### src/rtl/muldiv_pkg.sv
// Shared definitions for the HI/LO multiply/divide unit: op encodings,
// controller states and the iteration count. The ALU decoder imports the
// same op constants so both agree on the encoding.
package muldiv_pkg;

  localparam logic [1:0] OP_MULT  = 2'b00;
  localparam logic [1:0] OP_MULTU = 2'b01;
  localparam logic [1:0] OP_DIV   = 2'b10;
  localparam logic [1:0] OP_DIVU  = 2'b11;

  // One bit of product/quotient is resolved per RUN cycle.
  localparam int STEPS = 32;

  typedef enum logic [1:0] {
    ST_IDLE = 2'd0,
    ST_RUN  = 2'd1,
    ST_FIX  = 2'd2
  } state_t;

  // Signed ops take operand magnitudes and fix the result sign afterwards.
  function automatic logic op_is_signed(input logic [1:0] op);
    return (op == OP_MULT) || (op == OP_DIV);
  endfunction

  function automatic logic op_is_div(input logic [1:0] op);
    return (op == OP_DIV) || (op == OP_DIVU);
  endfunction

endpackage

### src/rtl/muldiv_unit.sv
// Iterative HI/LO multiply/divide unit (mult, multu, div, divu, mthi, mtlo).
// One shared {rem, q} register pair and a single 33-bit adder serve both
// shift-add multiplication and restoring division. Every operation takes
// 33 cycles: 32 RUN steps plus one FIX cycle that applies the result sign
// and writes HI/LO.
//
// Handshake: start is a request sampled only in IDLE; busy is the "not
// ready" indication, high from the edge after start is taken until the
// edge that writes HI/LO. start/mthi/mtlo are ignored while busy, and
// A/B/op may change freely then because latched copies are used.
module muldiv_unit
  import muldiv_pkg::*;
#(
  parameter int WIDTH = 32
) (
  input  logic             clk,
  input  logic             rst_n,
  input  logic             start,
  input  logic [1:0]       op,
  input  logic [WIDTH-1:0] A,
  input  logic [WIDTH-1:0] B,
  input  logic             mthi,
  input  logic             mtlo,
  output logic [WIDTH-1:0] hi,
  output logic [WIDTH-1:0] lo,
  output logic             busy,
  output logic [1:0]       dbg_state
);

  localparam int              CNT_W     = $clog2(STEPS);
  localparam logic [CNT_W-1:0] LAST_STEP = CNT_W'(STEPS - 1);

  state_t             r_state;
  logic [CNT_W-1:0]   r_cnt;
  logic [WIDTH-1:0]   r_rem;     // product upper half / partial remainder
  logic [WIDTH-1:0]   r_q;       // multiplier-then-product low / dividend-then-quotient
  logic [WIDTH-1:0]   r_b;       // multiplicand / divisor magnitude
  logic               r_is_div;
  logic               r_neg_q;
  logic               r_neg_r;
  logic               r_dz;
  logic [WIDTH-1:0]   r_hi;
  logic [WIDTH-1:0]   r_lo;

  logic               w_a_neg;
  logic               w_b_neg;
  logic [WIDTH-1:0]   w_a_mag;
  logic [WIDTH-1:0]   w_b_mag;
  logic [WIDTH:0]     w_add_a;
  logic [WIDTH:0]     w_add_b;
  logic [WIDTH:0]     w_sum;
  logic               w_ge;
  logic [2*WIDTH-1:0] w_prod;
  logic [2*WIDTH-1:0] w_prod_fix;
  logic [WIDTH-1:0]   w_quo_fix;
  logic [WIDTH-1:0]   w_rem_fix;

  assign busy      = (r_state != ST_IDLE);
  assign dbg_state = r_state;
  assign hi        = r_hi;
  assign lo        = r_lo;

  // Operand magnitudes for launch; unsigned ops pass the raw operands.
  always_comb begin
    w_a_neg = op_is_signed(op) & A[WIDTH-1];
    w_b_neg = op_is_signed(op) & B[WIDTH-1];
    w_a_mag = w_a_neg ? -A : A;
    w_b_mag = w_b_neg ? -B : B;
  end

  // Shared 33-bit adder: add-or-skip multiplicand for multiply, trial
  // subtract of the divisor (a + ~b + 1) for divide.
  always_comb begin
    if (r_is_div) begin
      w_add_a = {r_rem, r_q[WIDTH-1]};
      w_add_b = ~{1'b0, r_b};
    end else begin
      w_add_a = {1'b0, r_rem};
      w_add_b = r_q[0] ? {1'b0, r_b} : '0;
    end
    w_sum = w_add_a + w_add_b + {{WIDTH{1'b0}}, r_is_div};
    // The partial remainder stays below the divisor, so bit WIDTH of the
    // trial difference is a clean borrow flag.
    w_ge  = ~w_sum[WIDTH];
  end

  // Result sign fix. With a zero divisor the magnitude path leaves
  // rem = |A| and q = all ones, so re-applying A's sign to rem restores
  // the original A for HI while LO is forced to all ones.
  always_comb begin
    w_prod     = {r_rem, r_q};
    w_prod_fix = r_neg_q ? -w_prod : w_prod;
    w_quo_fix  = r_dz ? '1 : (r_neg_q ? -r_q : r_q);
    w_rem_fix  = r_neg_r ? -r_rem : r_rem;
  end

  // Controller and datapath: IDLE handles moves and launch, RUN steps one
  // bit per cycle, FIX writes the signed result to HI/LO.
  always_ff @(posedge clk or negedge rst_n) begin
    if (!rst_n) begin
      r_state  <= ST_IDLE;
      r_cnt    <= '0;
      r_rem    <= '0;
      r_q      <= '0;
      r_b      <= '0;
      r_is_div <= 1'b0;
      r_neg_q  <= 1'b0;
      r_neg_r  <= 1'b0;
      r_dz     <= 1'b0;
      r_hi     <= '0;
      r_lo     <= '0;
    end else begin
      case (r_state)
        ST_IDLE: begin
          if (start) begin
            r_rem    <= '0;
            r_q      <= w_a_mag;
            r_b      <= w_b_mag;
            r_is_div <= op_is_div(op);
            r_neg_q  <= w_a_neg ^ w_b_neg;
            r_neg_r  <= w_a_neg;
            r_dz     <= op_is_div(op) & (B == '0);
            r_cnt    <= '0;
            r_state  <= ST_RUN;
          end else begin
            if (mthi) r_hi <= A;
            if (mtlo) r_lo <= A;
          end
        end
        ST_RUN: begin
          if (r_is_div) begin
            r_rem <= w_ge ? w_sum[WIDTH-1:0] : w_add_a[WIDTH-1:0];
            r_q   <= {r_q[WIDTH-2:0], w_ge};
          end else begin
            r_rem <= w_sum[WIDTH:1];
            r_q   <= {w_sum[0], r_q[WIDTH-1:1]};
          end
          r_cnt <= r_cnt + 1'b1;
          if (r_cnt == LAST_STEP) r_state <= ST_FIX;
        end
        ST_FIX: begin
          if (r_is_div) begin
            r_hi <= w_rem_fix;
            r_lo <= w_quo_fix;
          end else begin
            r_hi <= w_prod_fix[2*WIDTH-1:WIDTH];
            r_lo <= w_prod_fix[WIDTH-1:0];
          end
          r_state <= ST_IDLE;
        end
        default: r_state <= ST_IDLE;
      endcase
    end
  end

endmodule

### config.mk
export PLATFORM = sky130hd
export DESIGN_NAME = muldiv_unit
export DESIGN_NICKNAME = d
export VERILOG_FILES = /design/src/rtl/muldiv_pkg.sv /design/src/rtl/muldiv_unit.sv
export SDC_FILE = /design/constraint.sdc
export NUM_CORES = 1
export LEC_CHECK = 0
export CAP_MARGIN = 20
export CORE_MARGIN = 10
export CORE_UTILIZATION = 40
export DETAILED_ROUTE_END_ITERATION = 16
export GPL_ROUTABILITY_DRIVEN = 0
export PLACE_DENSITY = 0.72
export SETUP_SLACK_MARGIN = 0.5
export SYNTH_ARGS = -nofsm -noshare
export SYNTH_HDL_FRONTEND = slang
export SYNTH_SLANG_ARGS = --single-unit
### constraint.sdc
create_clock -name clk -period 4.05 [get_ports clk]
set_input_delay 1.215 -clock clk [delete_from_list [all_inputs] [get_ports clk]]
set_output_delay 1.215 -clock clk [all_outputs]
set_load 0.1 [all_outputs]
==> impl_metrics.csv, run 1 <==
group,metric,value,unit
route,dr.pass1.iters,6,
yosys,synth_cells,1701,
setup_path,critPathKind,"flop to flop",
global_routing,grt_pass1_wl,74000,um
setup_path,endpoint,"r_rem[23]",
layout,nNetsFinal,1949,
timing,setup_viol_count_final,0,
timing,max_slew_margin,0.319,
layout,fin_area,0.0173,mm2
setup_path,critPathSlowestCell,"dfrtp_4",
placed_design,dp_hpwl,35200,um
timing,rsz0062_at_grt,"yes",
setup_path,crit_fanout,14,
clock_network,path_clk_slew,0.07,ns
yosys,yosys_most_used_dff,"dfrtp_1",
yosys,ys_seq_elements,171,
outcome,status,"finished clean",
timing,worst_pin_slew,1.02,ns
timing,finClkSkew,0.0141,ns
yosys,ys_seq_area_frac,0.315,
timing,period_minus_slack,3.65,ns
clock_network,htreeDepth,4,
clock_network,cts_tree,"done",
clock_network,numCtsBuffers,17,
route,final_antenna_net_count,0,
die,dieArea,0.0418,mm2
setup_path,reg2regPathDepth,13,
global_routing,grt_max_degree,87,
timing,fmax,274,MHz
yosys,async_flop_share,1.00,
placed_design,io_buffers,137,
die,start_util,0.406,
clock_network,clock-sinks,171,
setup_path,r2r_start,"r_is_div",
setup_path,crit_chain,"buf_12, buf_16, mux2_2, ha_1, nand4_1, nor3_1, nand2_1, o221ai_4, buf_4, o21ai_0, xnor2_1, nand3_1, a41oi_2",
route,dr_total_vias,14100,
setup_path,crit_cells,13,
timing,hold_violations,0,
global_routing,grtUsageTotal,0.220,
timing,layout_worst_path_cycle_share,0.901,
layout,syn_to_final_growth,27.2,%
yosys,ys_types,81,
route,drc,0,
global_routing,grt.overflow.total,0,
timing,finalMaxSlewViolations,0,
setup_path,end_kind,"flop",
setup_path,cpPeakStageDelay,0.53,ns
layout,diodes,0,
clock_network,ctsRootBufferMaster,"clkbuf_16",
setup_path,cp.arrival,4.00,ns
clock_network,clk_latency,0.45,ns
setup_path,required,4.41,ns
setup_path,startpoint_type,"flop",
die,ios,138,
yosys,synth_edf_count,0,
setup_path,crit_family,"simple AND/OR/NAND/NOR gates",
global_routing,grt_antenna_before_repair,0,
die,die_y,204,um
yosys,syn_area,0.0136,mm2
placed_design,placed_cell_area,0.0159,mm2
min_path,hold_class,"flop to flop",
timing,final.setup.tns,0,ns
die,std_cell_rows,67,
layout,drive_above_1_share,0.158,
yosys,syn_avg_cell_area,7.99,um2
yosys,syn_nets,1812,
setup_path,rr_endpoint,"r_rem[23]",
route,drt_iter0_markers,1463,
die,core,0.0335,mm2
yosys,yosys_warnings,0,
route,wire_per_inst,21.3,um
run,maxCapViolCount,0,
route,vias_per_cell,6.13,
min_path,min-delay-start,"r_cnt[3]",
route,totalWireLength,48900,um
setup_path,reg2reg_slack,0.40,ns
clock_network,clk_path_buf_depth,2,
die,die_w,204,um
setup_path,crit_buf_inv,3,
setup_path,cp-startpoint,"r_is_div",
global_routing,grt_pass1_vias,13100,
layout,fin_util,0.516,
[cell type report]
type / count / area, um2
Multi-Input combinational cell: 1371 / 9240
Tap cell: 448 / 561
Inverter: 26 / 103
Clock buffer: 17 / 425
Timing Repair Buffer: 251 / 2520
Sequential cell: 171 / 4280
Fill cell: 3076 / 16200
Clock inverter: 14 / 159
[registers in the layout (all words and copies together), names as in the netlist]
register,cells
dbg_state,2
hi,32
lo,32
r_b,32
r_cnt,5
r_dz,1
r_is_div,1
r_neg_q,1
r_neg_r,1
r_q,32
r_rem,32
[cells in the final DEF, fill, tap and decap left out, drive strengths merged, types with 9 or more instances in the layout]
cell type,count
clkbuf,20
o211ai,33
nor3,33
o22ai,41
inv,32
xor2,52
mux2,30
clkdlybuf4s50,124
and3,14
mux2i,50
buf,121
ha,38
a31oi,17
and2,11
a21oi,90
o41ai,19
a22oi,29
nand4,9
nor2,79
a21o,15
nand2,259
nand3,22
nor2b,12
o31ai,20
nor4,18
o21ai,245
or3,27
xnor2,89
a211oi,18
dfrtp,171
nand2b,13
or4,11
[how the worst min path moves through the flow]
| stage | to | slack, ns | cells past startpoint |
|---|---|---|---|
| after global placement | hi[0] | 0.46 | 2 |
| after global routing | hi[0] | 0.50 | 2 |
| after CTS | hi[0] | 0.48 | 2 |
| after floorplan | r_cnt[3] | 0.45 | 1 |
| final | r_cnt[3] | 0.48 | 1 |
| after detailed placement | hi[0] | 0.47 | 2 |
[synthesized netlist by cell type, types with 12 or more instances]
master      n  share of area
a211oi_1   17         0.0094
a21o_1     15         0.0083
a21oi_1    89          0.033
a22oi_1    29          0.016
a31oi_1    17         0.0078
and3_1     14         0.0064
buf_1      14         0.0039
clkbuf_1  107          0.030
dfrtp_1   171           0.31
ha_1       38          0.035
inv_1      26         0.0072
mux2_2     30          0.025
mux2i_1    50          0.037
nand2_1   259          0.071
nand2b_1   13         0.0060
nand3_1    22         0.0081
nor2_1     79          0.022
nor2b_1    12         0.0055
nor3_1     32          0.012
nor4_1     18         0.0083
o211ai_1   33          0.018
o21ai_0   236          0.087
o22ai_1    40          0.018
o31ai_1    19          0.010
o41ai_1    15         0.0097
or3_1      24          0.011
xnor2_1    89          0.057
xor2_1     52          0.033
[metrics by stage]
| stage | setup WS, ns | cells | hold slack [ns] |
|---|---|---|---|
| global route | 0.273 | 2298 | 0.500 |
| CTS | 0.456 | 2275 | 0.481 |
| floorplan | 0.419 | 1701 | 0.449 |
| detailed placement | -0.0269 | 2231 | 0.465 |
| finish | 0.401 | 2298 | 0.481 |
| global placement | 0.0394 | 2231 | 0.456 |
[routing by layer]
layer,vias to the layer above,global-route usage,wire [um]
li1,6479,-,-
met1,6645,0.306,21000
met2,838,0.324,21000
met3,133,0.0449,4870
met4,0,0.0976,2010
met5,-,0,0
[cell families (layout without fill, tap and decap cells)]
group / after synthesis / in the layout / share of synthesized area
AOI/OAI and AO/OA: 579 / 579 / 0.265
and+or+nand+nor: 531 / 531 / 0.183
DFF: 171 / 171 / 0.315
buffers and inverters: 159 / 308 / 0.0465
xor gates and xnor gates: 141 / 141 / 0.0908
muxes: 80 / 80 / 0.0616
adders and majority gates: 40 / 40 / 0.0379
[repair_timing]
action                                  CTS  global route
hold buffers                              0             0
gates resized for setup                  24            88
pin swaps                                 7            42
buffers inserted                          9            20
gates cloned                              4             3
endpoints found under the setup margin   32            44
Power of run 1 is not shown: default switching activity piles up to over one toggle a cycle in this logic, so the estimate is an artifact.
==> run 2: changes to the inputs <==
--- a/config.mk
+++ b/config.mk
@@ -8,6 +8,7 @@
 export CAP_MARGIN = 20
 export CORE_MARGIN = 10
 export CORE_UTILIZATION = 40
+export CTS_CLUSTER_SIZE = 10
 export DETAILED_ROUTE_END_ITERATION = 16
 export GPL_ROUTABILITY_DRIVEN = 0
 export PLACE_DENSITY = 0.72
==> results of run 2 <==
Final layout, timing and power as in run 1 (identical DEF).
Power of run 2 is left out for the same reason.
==> run 3: changes to the inputs <==
--- a/config.mk
+++ b/config.mk
@@ -11,7 +11,7 @@
 export CTS_CLUSTER_SIZE = 10
 export DETAILED_ROUTE_END_ITERATION = 16
 export GPL_ROUTABILITY_DRIVEN = 0
-export PLACE_DENSITY = 0.72
+export PLACE_DENSITY = 0.7
 export SETUP_SLACK_MARGIN = 0.5
 export SYNTH_ARGS = -nofsm -noshare
 export SYNTH_HDL_FRONTEND = slang
==> constraint.sdc (replaced) <==
create_clock -name clk -period 3.84 [get_ports clk]
set_input_delay 1.152 -clock clk [delete_from_list [all_inputs] [get_ports clk]]
set_output_delay 1.152 -clock clk [all_outputs]
set_load 0.1 [all_outputs]
==> run 3 against run 2 <==
Register-to-register slack got worse by 0.17 ns; non-clock buffer count rose by 17; critical endpoint is now r_rem[21]; critical path depth rose by 2; utilization fell by 0.67 points; first-iteration DRC count rose by 1.8%.
==> impl_metrics.csv, run 3 (synthesis gave the netlist of run 1 again) <==
group,metric,value,unit
outcome,status,"finished clean",
die,start_util,0.406,
clock_network,htreeDepth,4,
route,totalWireLength,48200,um
timing,setup_viol_count_final,0,
layout,syn_to_final_growth,25.5,%
run,maxCapViolCount,0,
die,core,0.0335,mm2
timing,hold_slack,0.475,ns
layout,nNetsFinal,1966,
die,die_y,204,um
setup_path,crit_buf_inv,4,
setup_path,cpPeakStageDelay,0.58,ns
layout,regArea,0.00428,mm2
global_routing,grt_pass1_wl,75100,um
die,std_cell_rows,67,
setup_path,end_kind,"flop",
setup_path,crit_fanout,8,
clock_network,numCtsBuffers,17,
setup_path,crit_family,"compound AO/OA/AOI/OAI gates",
layout,fin_area,0.0171,mm2
timing,fmax,277,MHz
placed_design,post-place-cells,2266,
timing,hold_violations,0,
layout,final_cell_mix,"255 x nand2_1, 207 x o21ai_0, 182 x buf_4",
layout,finalNonFillerCells,2316,
global_routing,grt_max_degree,95,
clock_network,cts_hold_buffers,0,
layout,drive_above_1_share,0.193,
timing,rsz0062_at_grt,"yes",
die,dieArea,0.0418,mm2
route,wire_per_inst,20.8,um
route,drc,0,
placed_design,io_buffers,137,
global_routing,grtUsageTotal,0.224,
timing,final.setup.tns,0,ns
setup_path,startpoint_type,"flop",
layout,diodes,0,
timing,period_minus_slack,3.61,ns
timing,finClkSkew,0.0144,ns
route,dr.pass1.iters,6,
timing,max_slew_margin,0.336,
clock_network,path_clk_slew,0.07,ns
placed_design,dp_hpwl,35900,um
clock_network,cts_tree,"done",
clock_network,clk_latency,0.45,ns
route,dr_total_vias,13900,
min_path,hold_class,"flop to flop",
clock_network,clock-sinks,171,
global_routing,grt.overflow.total,0,
global_routing,grt_pass1_vias,13100,
global_routing,grt_antenna_before_repair,0,
timing,finalMaxSlewViolations,0,
timing,layout_worst_path_cycle_share,0.940,
route,final_antenna_net_count,0,
setup_path,crit_chain,"clkinvlp_4, buf_6, o21ai_4, fa_2, inv_2, fa_2, nand2b_4, a21oi_4, o211a_1, o2111a_2, or3_4, buf_6, and2_4, o311a_1, o21ai_1",
die,die_w,204,um
setup_path,critPathSlowestCell,"dfrtp_4",
clock_network,ctsRootBufferMaster,"clkbuf_16",
die,ios,138,
setup_path,cp.arrival,3.99,ns
setup_path,critPathKind,"flop to flop",
layout,multi_input_area,0.00916,mm2
layout,layout_commonest_cell,"nand2_1",
layout,fill_cells,3139,
route,vias_per_cell,6.02,
setup_path,required,4.22,ns
clock_network,clk_path_buf_depth,2,
route,drt_iter0_markers,1489,
timing,worst_pin_slew,0.993,ns
placed_design,placed_cell_area,0.0160,mm2
==> run 3: area by class of cell <==
type,instances,area share
clock buffers,18,0.0257
repair buffers,268,0.137
multi-input cells,1371,0.537
clock inverters,14,0.0109
inverters,26,0.00594
flip-flops and latches,171,0.251
well taps,448,0.0328
==> run 3: what timing repair did <==
| action | CTS | global route |
|---|---|---|
| resized for setup | 68 | 27 |
| cloned | 2 | 0 |
| buffers inserted | 14 | 2 |
| hold endpoints to repair | 0 | 0 |
| setup endpoints to repair | 37 | 52 |
| pin swaps | 19 | 9 |
==> run 3: worst paths after layout <==
| kind | startpoint | endpoint | slack [ns] | cells past startpoint |
|---|---|---|---|---|
| worst min-delay path | hi[0] | hi[0] | 0.48 | 2 |
| worst min register to register | hi[0] | hi[0] | 0.48 | 2 |
| min in group asynchronous | rst_n | r_b[0] | 0.63 | 1 |
| worst max-delay path | r_is_div | r_rem[21] | 0.23 | 15 |
| worst max register to register | r_is_div | r_rem[21] | 0.23 | 15 |
| max in group asynchronous | rst_n | hi[28] | 2.31 | 2 |
==> run 3: per-layer routing <==
metal | global-route usage | up-vias | part of all wire | wire, um
met5 | 0 | - | 0 | 0
met4 | 0.0860 | 0 | 0.035 | 1660
met1 | 0.313 | 6646 | 0.45 | 21600
li1 | - | 6494 | - | -
met3 | 0.0403 | 88 | 0.086 | 4150
met2 | 0.338 | 718 | 0.43 | 20700
==> run 3: worst min-delay path: stages (launching register included) <==
cell	delay, ns
dfrtp_1	0.35
nand2_1	0.05
nand2_1	0.05
==> run 3: metrics by stage <==
stage | util | setup slack [ns]
final | 0.509 | 0.230
after global routing | 0.509 | 0.0927
after CTS | 0.506 | 0.279
after detailed placement | 0.476 | -0.0921
after global placement | 0.476 | -0.0797
after floorplan | - | 0.209
Power of run 3 is left out for the same reason.
